### src/rtl/clkdiv_pkg.sv
// Shared constants for the programmable clock-enable divider.
// Mode encodings and the ratio every channel starts from after reset.
package clkdiv_pkg;

  localparam logic        MODE_PULSE    = 1'b0;
  localparam logic        MODE_SQUARE   = 1'b1;
  localparam logic [15:0] DEFAULT_DIV_C = 16'd10;

endpackage

### src/rtl/clkdiv_channel.sv
// One divider channel: wrap counter, active/pending ratio registers and
// registered TC, CLK_OUT and PEND outputs. Ratio changes land only on a wrap.
module clkdiv_channel
  import clkdiv_pkg::*;
#(
  parameter int               WIDTH       = 16,
  parameter logic [WIDTH-1:0] DEFAULT_DIV = WIDTH'(DEFAULT_DIV_C)
) (
  input  logic             clk,
  input  logic             rst,
  input  logic             tick,
  input  logic [WIDTH-1:0] div,
  input  logic             div_we,
  input  logic             mode,
  output logic             tc,
  output logic             clk_out,
  output logic             pend
);

  logic [WIDTH-1:0] cnt_q, cnt_d;
  logic [WIDTH-1:0] active_q, active_d;
  logic [WIDTH-1:0] pending_q, pending_d;
  logic             pend_q, pend_d;
  logic             tc_q, tc_d;
  logic             clk_out_q, clk_out_d;
  logic [WIDTH-1:0] last;
  logic             wrap;

  always_comb begin
    // Ratios 0 and 1 both mean divide-by-1, i.e. the last count is 0.
    last      = (active_q == '0) ? '0 : active_q - WIDTH'(1);
    wrap      = tick && (cnt_q == last);
    cnt_d     = cnt_q;
    active_d  = active_q;
    pending_d = pending_q;
    pend_d    = pend_q;
    clk_out_d = clk_out_q;
    tc_d      = wrap;

    if (tick) begin
      cnt_d = wrap ? '0 : cnt_q + WIDTH'(1);
    end

    if (wrap && (mode == MODE_SQUARE)) begin
      clk_out_d = ~clk_out_q;
    end

    if (wrap) begin
      if (div_we) begin
        active_d = div;
      end else if (pend_q) begin
        active_d = pending_q;
      end
      pend_d = 1'b0;
    end else if (div_we) begin
      pending_d = div;
      pend_d    = 1'b1;
    end
  end

  // NOTE: state registers use non-blocking assignments so every flop samples
  // the pre-edge values computed in always_comb, independent of block order.
  always_ff @(posedge clk) begin
    if (rst) begin
      cnt_q     <= '0;
      active_q  <= DEFAULT_DIV;
      pending_q <= '0;
      pend_q    <= 1'b0;
      tc_q      <= 1'b0;
      clk_out_q <= 1'b0;
    end else begin
      cnt_q     <= cnt_d;
      active_q  <= active_d;
      pending_q <= pending_d;
      pend_q    <= pend_d;
      tc_q      <= tc_d;
      clk_out_q <= clk_out_d;
    end
  end

  assign tc      = tc_q;
  assign clk_out = clk_out_q;
  assign pend    = pend_q;

endmodule

### src/rtl/prog_clock_divider.sv
// Multi-channel synchronous clock-enable divider. Each channel ticks on CP
// or on the previous channel's TC pulse, so long chains need no ripple clocks.
module prog_clock_divider
  import clkdiv_pkg::*;
#(
  parameter int               CH          = 4,
  parameter int               WIDTH       = 16,
  parameter logic [WIDTH-1:0] DEFAULT_DIV = WIDTH'(DEFAULT_DIV_C)
) (
  input  logic                CP,
  input  logic                RST,
  input  logic                EN,
  input  logic [CH*WIDTH-1:0] DIV,
  input  logic [CH-1:0]       DIV_WE,
  input  logic [CH-1:0]       CASC,
  input  logic [CH-1:0]       MODE,
  output logic [CH-1:0]       TC,
  output logic [CH-1:0]       CLK_OUT,
  output logic [CH-1:0]       PEND
);

  logic [CH-1:0] casc_eff;
  logic [CH-1:0] prev_tc;
  logic [CH-1:0] tick;

  // Channel 0 has no predecessor, so its cascade select is forced off.
  assign casc_eff = CASC & ~CH'(1);
  assign prev_tc  = CH'({TC, 1'b0});
  assign tick     = {CH{EN}} & (~casc_eff | prev_tc);

  for (genvar g = 0; g < CH; g++) begin : g_ch
    clkdiv_channel #(
      .WIDTH       (WIDTH),
      .DEFAULT_DIV (DEFAULT_DIV)
    ) u_ch (
      .clk     (CP),
      .rst     (RST),
      .tick    (tick[g]),
      .div     (DIV[g*WIDTH +: WIDTH]),
      .div_we  (DIV_WE[g]),
      .mode    (MODE[g]),
      .tc      (TC[g]),
      .clk_out (CLK_OUT[g]),
      .pend    (PEND[g])
    );
  end

endmodule

### config.mk
export PLATFORM = sky130hd
export DESIGN_NAME = prog_clock_divider
export DESIGN_NICKNAME = d
export VERILOG_FILES = /design/src/rtl/clkdiv_pkg.sv /design/src/rtl/clkdiv_channel.sv /design/src/rtl/prog_clock_divider.sv
export SDC_FILE = /design/constraint.sdc
export NUM_CORES = 1
export LEC_CHECK = 0
export ABC_AREA = 1
export CORE_MARGIN = 2
export CORE_UTILIZATION = 38
export DETAILED_ROUTE_END_ITERATION = 8
export HOLD_SLACK_MARGIN = 0.02
export PLACE_DENSITY_LB_ADDON = 0.25
export SLEW_MARGIN = 20
export SYNTH_ARGS = -nofsm -noshare
export SYNTH_HDL_FRONTEND = slang
export SYNTH_SLANG_ARGS = --single-unit
### constraint.sdc
create_clock -name CP -period 2.2 [get_ports CP]
set_input_delay 0.55 -clock CP [delete_from_list [all_inputs] [get_ports CP]]
set_output_delay 0.55 -clock CP [all_outputs]
set_load 0.005 [all_outputs]
[Yosys cells after proc, flatten, opt, wreduce, memory -nomap -nowiden]
Cells that the tools add are included.
Storage, ports and cells
  flip-flop bits (word level): 204
Operators by class
  add/subtract/negate cells: 8
  equality and inequality tests: 4
  multiplexer cells: 16
  reductions and logical operators: 28
  bitwise gates (word level): 11
Operators by type and width (number)
  16-bit two-way mux: 16
  16-bit by 1-bit adder with 16-bit output, second input constant: 4
  16-bit equality test: 4
  16-bit zero test: 4
  16-bit by 1-bit subtractor with 16-bit output, second input constant: 4
  2-bit AND reduction: 8
  1-bit logical AND: 8
  1-bit NOT: 8
  2-bit nonzero test: 4
  2-bit OR reduction: 4
  4-bit AND: 1
  4-bit NOT: 1
  4-bit OR: 1

[Longest topological paths before layout]
Gate-level depths: netlist of run 1.
  depth after elaboration: 6
  mapped depth: 20
  mapped depth without buffers: 19

[Cells and area by module]
Synthesis of run 1 repeated with hierarchy kept, for this count alone.
Unflattened totals
  cells, all modules: 2182
  area total of the unflattened synthesis: 13071.3 um2
Modules (own cells, without submodules)
  clkdiv_channel at g_ch[0].u_ch ...: area an instance 3229.3 um2, cells an instance 540, seq. area each 1021.0 um2, times used 3
  clkdiv_channel at g_ch[3].u_ch: area an instance 3342.0 um2, cells an instance 555, seq. area each 1021.0 um2, times used 1
  prog_clock_divider: area an instance 41.3 um2, cells an instance 7, seq. area each 0.0 um2, times used 1

[Worst setup path before layout of run 1]
Ideal clock, no wire load.
  path type: reg2reg
  start point: register g_ch[1].u_ch.active_q[0]
  end point: register g_ch[1].u_ch.active_q[3]
  stages on the path, launching flop included: 17
  setup time: 0.134 ns
  slack: -0.014 ns
  buffers on the path: 2
  arrival: 2.080 ns
  cell sequence: dfxtp_1 > clkinv_1 > ha_1 > nand2_2 > nor2_1 > nand2_2 > buf_2 > nand3_1 > nand2_1 > nand2_1 > nor2_1 > nand3_1 > nor2_2 > nand2_2 > buf_2 > nand2_1 > nand3_1
Between the ends
  longest elaborated chain between the ends: 5
  elaborated cells between the ends (all ways): 6
  classes of those cells: add/sub: 1; eq/ne: 1; mux: 1; reduce/logical: 3
Ends and longest elaborated chain
  start: declaration: RTL line clkdiv_channel.sv:21  | logic [WIDTH-1:0] active_q, active_d;
  start signal: assignment: RTL line clkdiv_channel.sv:73  | active_q <= active_d;
  16-bit by 1-bit subtractor with 16-bit output or 16-bit zero test (tied branches): RTL line clkdiv_channel.sv:31  | last = (active_q == '0) ? '0 : active_q - WIDTH'(1);
  16-bit two-way mux (*): RTL line clkdiv_channel.sv:31
  16-bit equality test (*): RTL line clkdiv_channel.sv:32  | wrap = tick && (cnt_q == last);
  1-bit logical AND (*): RTL line clkdiv_channel.sv:32
  2-bit AND reduction (no source line) (*)
Mark *: on every way between the ends. The rest lies on a longest branch, timed or not.
A chain may end at the register's enable or synchronous reset.

[Final worst setup path of run 1]
  start point: register g_ch[1].u_ch.active_q[2]
  end point: register g_ch[1].u_ch.pending_q[13]
Between the ends
  longest elaborated chain between the ends: 6
  elaborated cells between the ends (all ways): 7
  classes of those cells: add/sub: 1; eq/ne: 1; mux: 1; bitwise: 1; reduce/logical: 3
Ends and longest elaborated chain
  16-bit by 1-bit subtractor with 16-bit output or 16-bit zero test (tied branches): RTL line clkdiv_channel.sv:31
  16-bit two-way mux (*): RTL line clkdiv_channel.sv:31
  16-bit equality test (*): RTL line clkdiv_channel.sv:32
  1-bit logical AND (*): RTL line clkdiv_channel.sv:32
  1-bit NOT (no source line) (*)
  2-bit AND reduction (no source line) (*)
  end signal: assignment: RTL line clkdiv_channel.sv:74  | pending_q <= pending_d;
  end: declaration: RTL line clkdiv_channel.sv:22  | logic [WIDTH-1:0] pending_q, pending_d;
Marks and branches as above.

==> impl_metrics.csv, run 1 <==
group,metric,value,unit
outcome,status,"finished, violations left",
outcome,violations,"negative setup slack",
timing,worst_pin_slew,0.481,ns
floorplanning,io_pins,91,
yosys,synth_top_cell_area_share,31.7,%
drt,drt_wl_total,38.3,mm
drt,drc,0,
timing,slew_headroom,67.9,%
floorplanning,fp.dieH,188,um
cts,cts_buffer_depth,3,
cts,cts_hold_buf,0,
drt,wire_per_inst,13.1,um
drt,vias_per_cell,4.77,
run,drv_cap,0,
cts,cts_tree,"yes",
yosys,async_flop_share,0,%
drt,drt_first_pass_iters,7,
min_path,hp-class,"flip-flop to flip-flop",
worst_setup_path,crit_type,"flip-flop to flip-flop",
timing,clock.fmax,0.421,GHz
power,power,9.11,mW
finish,stdcell_area,19100,um^2
cts,clockRootBuffer,"clkbuf_16",
worst_setup_path,end_kind,"flip-flop",
finish,fill_cells,3046,
yosys,netlist_area,12900,um^2
place,dp_slack,-0.587,ns
place,place_area,15500,um^2
power,vdd_drop_max,0.000616,V
yosys,synth-edff-count,0,
drt,vias,13975,
yosys,synth_seq_cells,204,
drt,postRouteAntennaNets,0,
global_route,grt_pass1_vias,12965,
timing,setup-violations-final,182,
finish,drive_gt1_share,30.5,%
cts,insertion_delay,0.54,ns
worst_setup_path,path_max_fanout,8,
floorplanning,initial_core_util,38.5,%
timing,hold_violations,0,
yosys,synth-seq-area-share,31.7,%
worst_setup_path,required,2.63,ns
yosys,synth-main-ff-cell,"dfxtp_1",
yosys,syn_inst,2156,
global_route,grt_pass1_wl,61.1,mm
place,globalplace.congestion,0.879,
timing,rsz0062_at_grt,"true",
power,power_density,476,nW/um^2
cts,clock_sinks,204,
finish,layout.nets,2550,
floorplanning,coreArea,33400,um^2
place,io_buffer_count,89,
timing,worst_slack,-0.174,ns
yosys,syn_avg_cell_area,5.97,um^2
floorplanning,placementRows,67,
yosys,syn_nets,2243,
drt,drt-initial-drc-count,758,
worst_setup_path,reg2regPathDepth,18,
yosys,synth_warnings,0,
cts,htreeDepth,1,
yosys,synth.distinct_cells,39,
worst_setup_path,arrival,2.80,ns
global_route,antenna_found_initial,1,
global_route,gr-total-overflow,0,
yosys,synthTopCellsByArea,"dfxtp_1, nand2_1, nor2_1, inv_1, nand3_1",
cts,clk_pin_slew_worst_paths,0.06,ns
timing,slew_violations,0,
finish,fin_util,57.2,%
worst_setup_path,crit_path_start_kind,"flip-flop",
timing,period_share,108,%
floorplanning,die-area,35300,um^2
timing,clock_skew,0.0132,ns
power,leakage,9.11,nW
place,hpwl,24.9,mm
cts,numCtsBuffers,25,
min_path,holdPathStages,2,
timing,final.min_clock_period,2.37,ns
yosys,synth.largest_area_cell,"dfxtp_1",
floorplanning,die-width,188,um
global_route,grt_max_degree,49,
finish,area_delta_synth_final,48.7,%
global_route,grt_usage,20.4,%
==> cell usage after synthesis, types with 5 or more instances <==
master	count
dfxtp_1	204
nand2_1	690
nor2_4	16
nor4_1	5
ha_1	8
nand3_2	6
buf_1	5
nand3b_1	5
nand3_1	153
inv_1	261
nand4_1	45
buf_6	22
nand2_4	6
nand2_2	14
buf_2	13
buf_4	21
o21ai_0	88
nor3_1	28
nor2_2	17
and2_1	5
clkbuf_1	23
xor2_1	34
nor3b_1	13
nor2_1	441
a21oi_1	14
==> per-layer routing <==
metal / wire [um] / global-route usage (%) / vias up
met1: 17000 / 26.4 / 6438
met2: 19200 / 36.2 / 227
met5: 0 / 0 / -
met3: 1380 / 2.28 / 49
li1: - / - / 7261
met4: 704 / 4.97 / 0
==> stage by stage <==
step	setup TNS, ns	std cells	hold WS (ns)
2_1_floorplan	0	2156	0.429
3_3_place_gp	-74.03	2809	0.440
3_5_place_dp	-75.36	2809	0.448
4_1_cts	-6.26	2907	0.467
5_1_grt	-40.58	2931	0.536
6_report	-15.43	2931	0.497
==> cells in the final DEF, fill, tap and decap left out, types with 13 or more instances in the layout <==
cell	synthesis	layout
clkdlybuf4s50_1	0	88
nand3_4	2	14
dfxtp_1	204	184
nand2_4	6	59
nand2_2	14	135
buf_12	0	23
nand3_1	153	113
inv_1	261	249
nor2_1	441	345
nor2_2	17	77
o21ai_0	88	81
clkbuf_16	0	32
nand2_1	690	514
inv_2	2	13
xor2_1	34	28
nor2_4	16	52
nor3_1	28	24
buf_6	22	26
dfxtp_2	0	19
nand4_1	45	45
buf_4	21	198
nand3_2	6	37
==> report_power, final <==
group	internal (mW)	switching (mW)	total, mW
combinational	0.454	0.535	0.989
sequential	3.79	0.0339	3.82
clock	2.68	1.61	4.30
==> layout make-up <==
cell class                 count  area, um^2  share of cell area (%)
tap                          448         561                    2.93
timing repair buffer         356        3590                    18.8
sequential                   204        4110                    21.5
antenna                        1        2.50                  0.0131
inverter                     264         995                    5.20
multi-input combinational   1612        9010                    47.1
clock buffer                  41         756                    3.95
clock inverter                 5         104                   0.543
==> state kept, by name (all words and copies together) (netlist names) <==
name                 count
g_ch.u_ch.active_q      64
g_ch.u_ch.clk_out        4
g_ch.u_ch.cnt_q         64
g_ch.u_ch.pend           4
g_ch.u_ch.pending_q     64
g_ch.u_ch.tc             4
==> worst max-delay path, cell delays in order (launching register included) <==
cell and delay (ns):
dfxtp_1 0.33, buf_4 0.16, nor2_2 0.12, buf_4 0.14, nand3_1 0.09, nand2_1 0.08
nand2_1 0.08, nand2_1 0.07, nand2_1 0.04, nand2_1 0.06, nand3_1 0.09, nor2_2 0.16
nand3_2 0.16, o21bai_4 0.23, buf_12 0.15, buf_12 0.15, nand2_2 0.05, nand2_1 0.05
nor2_1 0.04
==> timing repair <==
item,in CTS,in global routing
cloned,20,10
resized for setup,195,368
setup buffers,34,24
pin swaps,64,154
endpoints found under the setup margin,200,204
==> worst paths after layout <==
kind                       startpoint                    endpoint  slack [ns]
max          g_ch[1].u_ch.active_q[2]  g_ch[1].u_ch.pending_q[13]       -0.17
min          g_ch[3].u_ch.active_q[3]    g_ch[3].u_ch.active_q[3]        0.50
max reg2reg  g_ch[1].u_ch.active_q[2]  g_ch[1].u_ch.pending_q[13]       -0.17
min reg2reg  g_ch[3].u_ch.active_q[3]    g_ch[3].u_ch.active_q[3]        0.50
==> cells by family (layout without fill, tap and decap cells) <==
family	Yosys count	in the layout	share of synthesized area [%]
AND/OR/NAND/NOR	1452	1460	48.5
buffers and inverters	348	666	12.2
flip-flops	204	204	31.7
AO/OA/AOI/OAI	108	108	4.39
XOR/XNOR	36	36	2.45
adder cells (fa/ha/maj)	8	8	0.778
other	0	1	0
No activity file was read; power rests on OpenSTA's default activity.
==> inputs of run 2 (changes only) <==
Settings changed: CORE_MARGIN 2 to 5.
==> impl_metrics.csv, run 2 (synthesis gave the netlist of run 1 again) <==
group,metric,value,unit
outcome,status,"finished, violations left",
outcome,violations,"negative setup slack",
global_route,grt_pass1_wl,62.2,mm
floorplanning,placementRows,67,
global_route,grt_pass1_vias,13204,
floorplanning,coreArea,33400,um^2
global_route,antenna_found_initial,0,
worst_setup_path,required,2.62,ns
timing,slew_headroom,63.8,%
timing,worst_slack,-0.289,ns
cts,clock_sinks,204,
worst_setup_path,crit_path_start_kind,"flip-flop",
floorplanning,die-area,37600,um^2
power,swShare,24.9,%
cts,numCtsBuffers,25,
power,vdd_drop_max,0.000498,V
cts,cts_hold_buf,0,
worst_setup_path,arrival,2.91,ns
timing,rsz0062_at_grt,"true",
power,p_sw,2.21,mW
place,dp.cells,2810,
power,power_frac_clock,45.7,%
cts,clockRootBuffer,"clkbuf_16",
power,comb_power_share,11.2,%
floorplanning,initial_core_util,38.5,%
finish,area_delta_synth_final,53.6,%
finish,fin_util,59.1,%
place,globalplace.congestion,0.861,
finish,fill_cells,2926,
min_path,hp-class,"flip-flop to flip-flop",
worst_setup_path,cpPeakStageDelay,0.39,ns
finish,regArea,4110,um^2
drt,vias,14398,
timing,slew_violations,0,
drt,vias_per_cell,4.83,
power,leakage,9.37,nW
finish,drive_gt1_share,32.8,%
timing,clock.fmax,0.402,GHz
worst_setup_path,path_max_fanout,8,
finish,layout_commonest_cell,"nand2_1",
finish,top_regs,"g_ch.u_ch.active_q x64, g_ch.u_ch.cnt_q x64, g_ch.u_ch.pending_q x64",
global_route,gr-total-overflow,0,
worst_setup_path,end_kind,"flip-flop",
finish,layout.nets,2603,
timing,final.setup.tns,-25.57,ns
timing,hold_ws,0.503,ns
cts,cts_tree,"yes",
drt,drt_wl_total,40.7,mm
floorplanning,die-width,194,um
power,p_seq_share,43.1,%
place,dp_slack,-0.615,ns
drt,postRouteAntennaNets,0,
cts,insertion_delay,0.53,ns
run,drv_cap,0,
global_route,grt_max_degree,35,
worst_setup_path,cp_top_family,"simple AND/OR/NAND/NOR gates",
power,power_density,449,nW/um^2
place,io_buffer_count,89,
timing,final.min_clock_period,2.49,ns
drt,wire_per_inst,13.7,um
worst_setup_path,cp_slowest_cell,"o21ai_0",
finish,diodes,0,
timing,worst_pin_slew,0.538,ns
timing,clock_skew,0.0129,ns
worst_setup_path,worstPathCellList,"inv_2, ha_4, buf_4, nand3_1, o21ai_0, nand3_1, nand2_1, nand2_1, nor2_2, nand3_4, o21bai_4, clkbuf_16, nand2_1, nand2_1, nor2_1",
global_route,grt_usage,19.1,%
place,hpwl,24.8,mm
worst_setup_path,critical_path_buf_inv_count,3,
power,p_int,6.67,mW
drt,drc,0,
timing,setup-violations-final,199,
finish,multi_input_area,9130,um^2
worst_setup_path,crit_path_frequent_cell,"nand2_1",
timing,period_share,113,%
floorplanning,fp.dieH,194,um
cts,htreeDepth,1,
finish,finalNonFillerCells,2981,
drt,drt_first_pass_iters,5,
cts,cts_buffer_depth,3,
cts,clk_pin_slew_worst_paths,0.06,ns
worst_setup_path,crit_type,"flip-flop to flip-flop",
finish,mostFrequentLayoutCells,"nand2_1, nor2_1, inv_1, buf_4, dfxtp_1",
timing,hold_violations,0,
floorplanning,io_pins,91,
drt,drt-initial-drc-count,668,
## run 2: cell types whose count changed in the layout (fill, tap and decap cells not counted), moves of 21 or more
cell,change
nor2_1,-44
nand2_1,+43
buf_6,+31
nor2_4,+23
nand2_4,-27
nor2_2,+21
## run 2: power groups by stage
stage / clock network (mW) / logic [mW] / registers, mW
4_1_cts: 4.16 / 0.888 / 3.82
6_report: 4.06 / 0.996 / 3.82
3_3_place_gp: 0 / 0.723 / 3.90
2_1_floorplan: 0 / 0.427 / 3.90
5_1_grt: 4.32 / 1.09 / 3.83
3_5_place_dp: 0 / 0.739 / 3.91
## run 2: final timing paths
check                                              start                    endpoint  slack, ns  cells past startpoint
worst min-delay path            g_ch[2].u_ch.active_q[1]    g_ch[2].u_ch.active_q[1]       0.50                      2
worst min register to register  g_ch[2].u_ch.active_q[1]    g_ch[2].u_ch.active_q[1]       0.50                      2
worst max-delay path            g_ch[1].u_ch.active_q[1]  g_ch[1].u_ch.pending_q[14]      -0.29                     15
worst max register to register  g_ch[1].u_ch.active_q[1]  g_ch[1].u_ch.pending_q[14]      -0.29                     15
## run 2: final cells by class
| type | instances | area share (%) |
|---|---|---|
| clock buffer | 34 | 3.49 |
| clock inverter | 10 | 0.557 |
| inverter | 264 | 5.14 |
| multi-input combinational | 1613 | 46.2 |
| sequential | 204 | 20.8 |
| tap | 448 | 2.84 |
| timing repair buffer | 408 | 21.0 |
## run 2: metal layers
metal	share of wire, %	global-route usage [%]	up-vias	wire length (um)
met4	2.0	4.53	0	824
met1	44	24.8	6699	17700
met3	3.6	2.29	58	1450
li1	-	-	7371	-
met5	0	0	-	0
met2	51	33.8	270	20700
## run 2: worst register-to-register path, cell delays in order, from the launching register on
cell and delay, ns:
dfxtp_2 0.32, inv_2 0.06, ha_4 0.14, buf_4 0.12, nand3_1 0.10, o21ai_0 0.39
nand3_1 0.14, nand2_1 0.12, nand2_1 0.06, nor2_2 0.12, nand3_4 0.12, o21bai_4 0.33
clkbuf_16 0.23, nand2_1 0.05, nand2_1 0.05, nor2_1 0.04
## run 2: repair_timing
action / CTS / global route
pin swaps: 77 / 173
cloned: 25 / 15
setup buffers: 61 / 42
gates resized for setup: 213 / 416
setup endpoints to repair: 201 / 204
## run 2: metrics by stage
stage	power (mW)	area (um^2)
2_1_floorplan	4.32	12900
3_5_place_dp	4.64	15500
6_report	8.88	19800
5_1_grt	9.24	19800
4_1_cts	8.87	18000
3_3_place_gp	4.63	15500
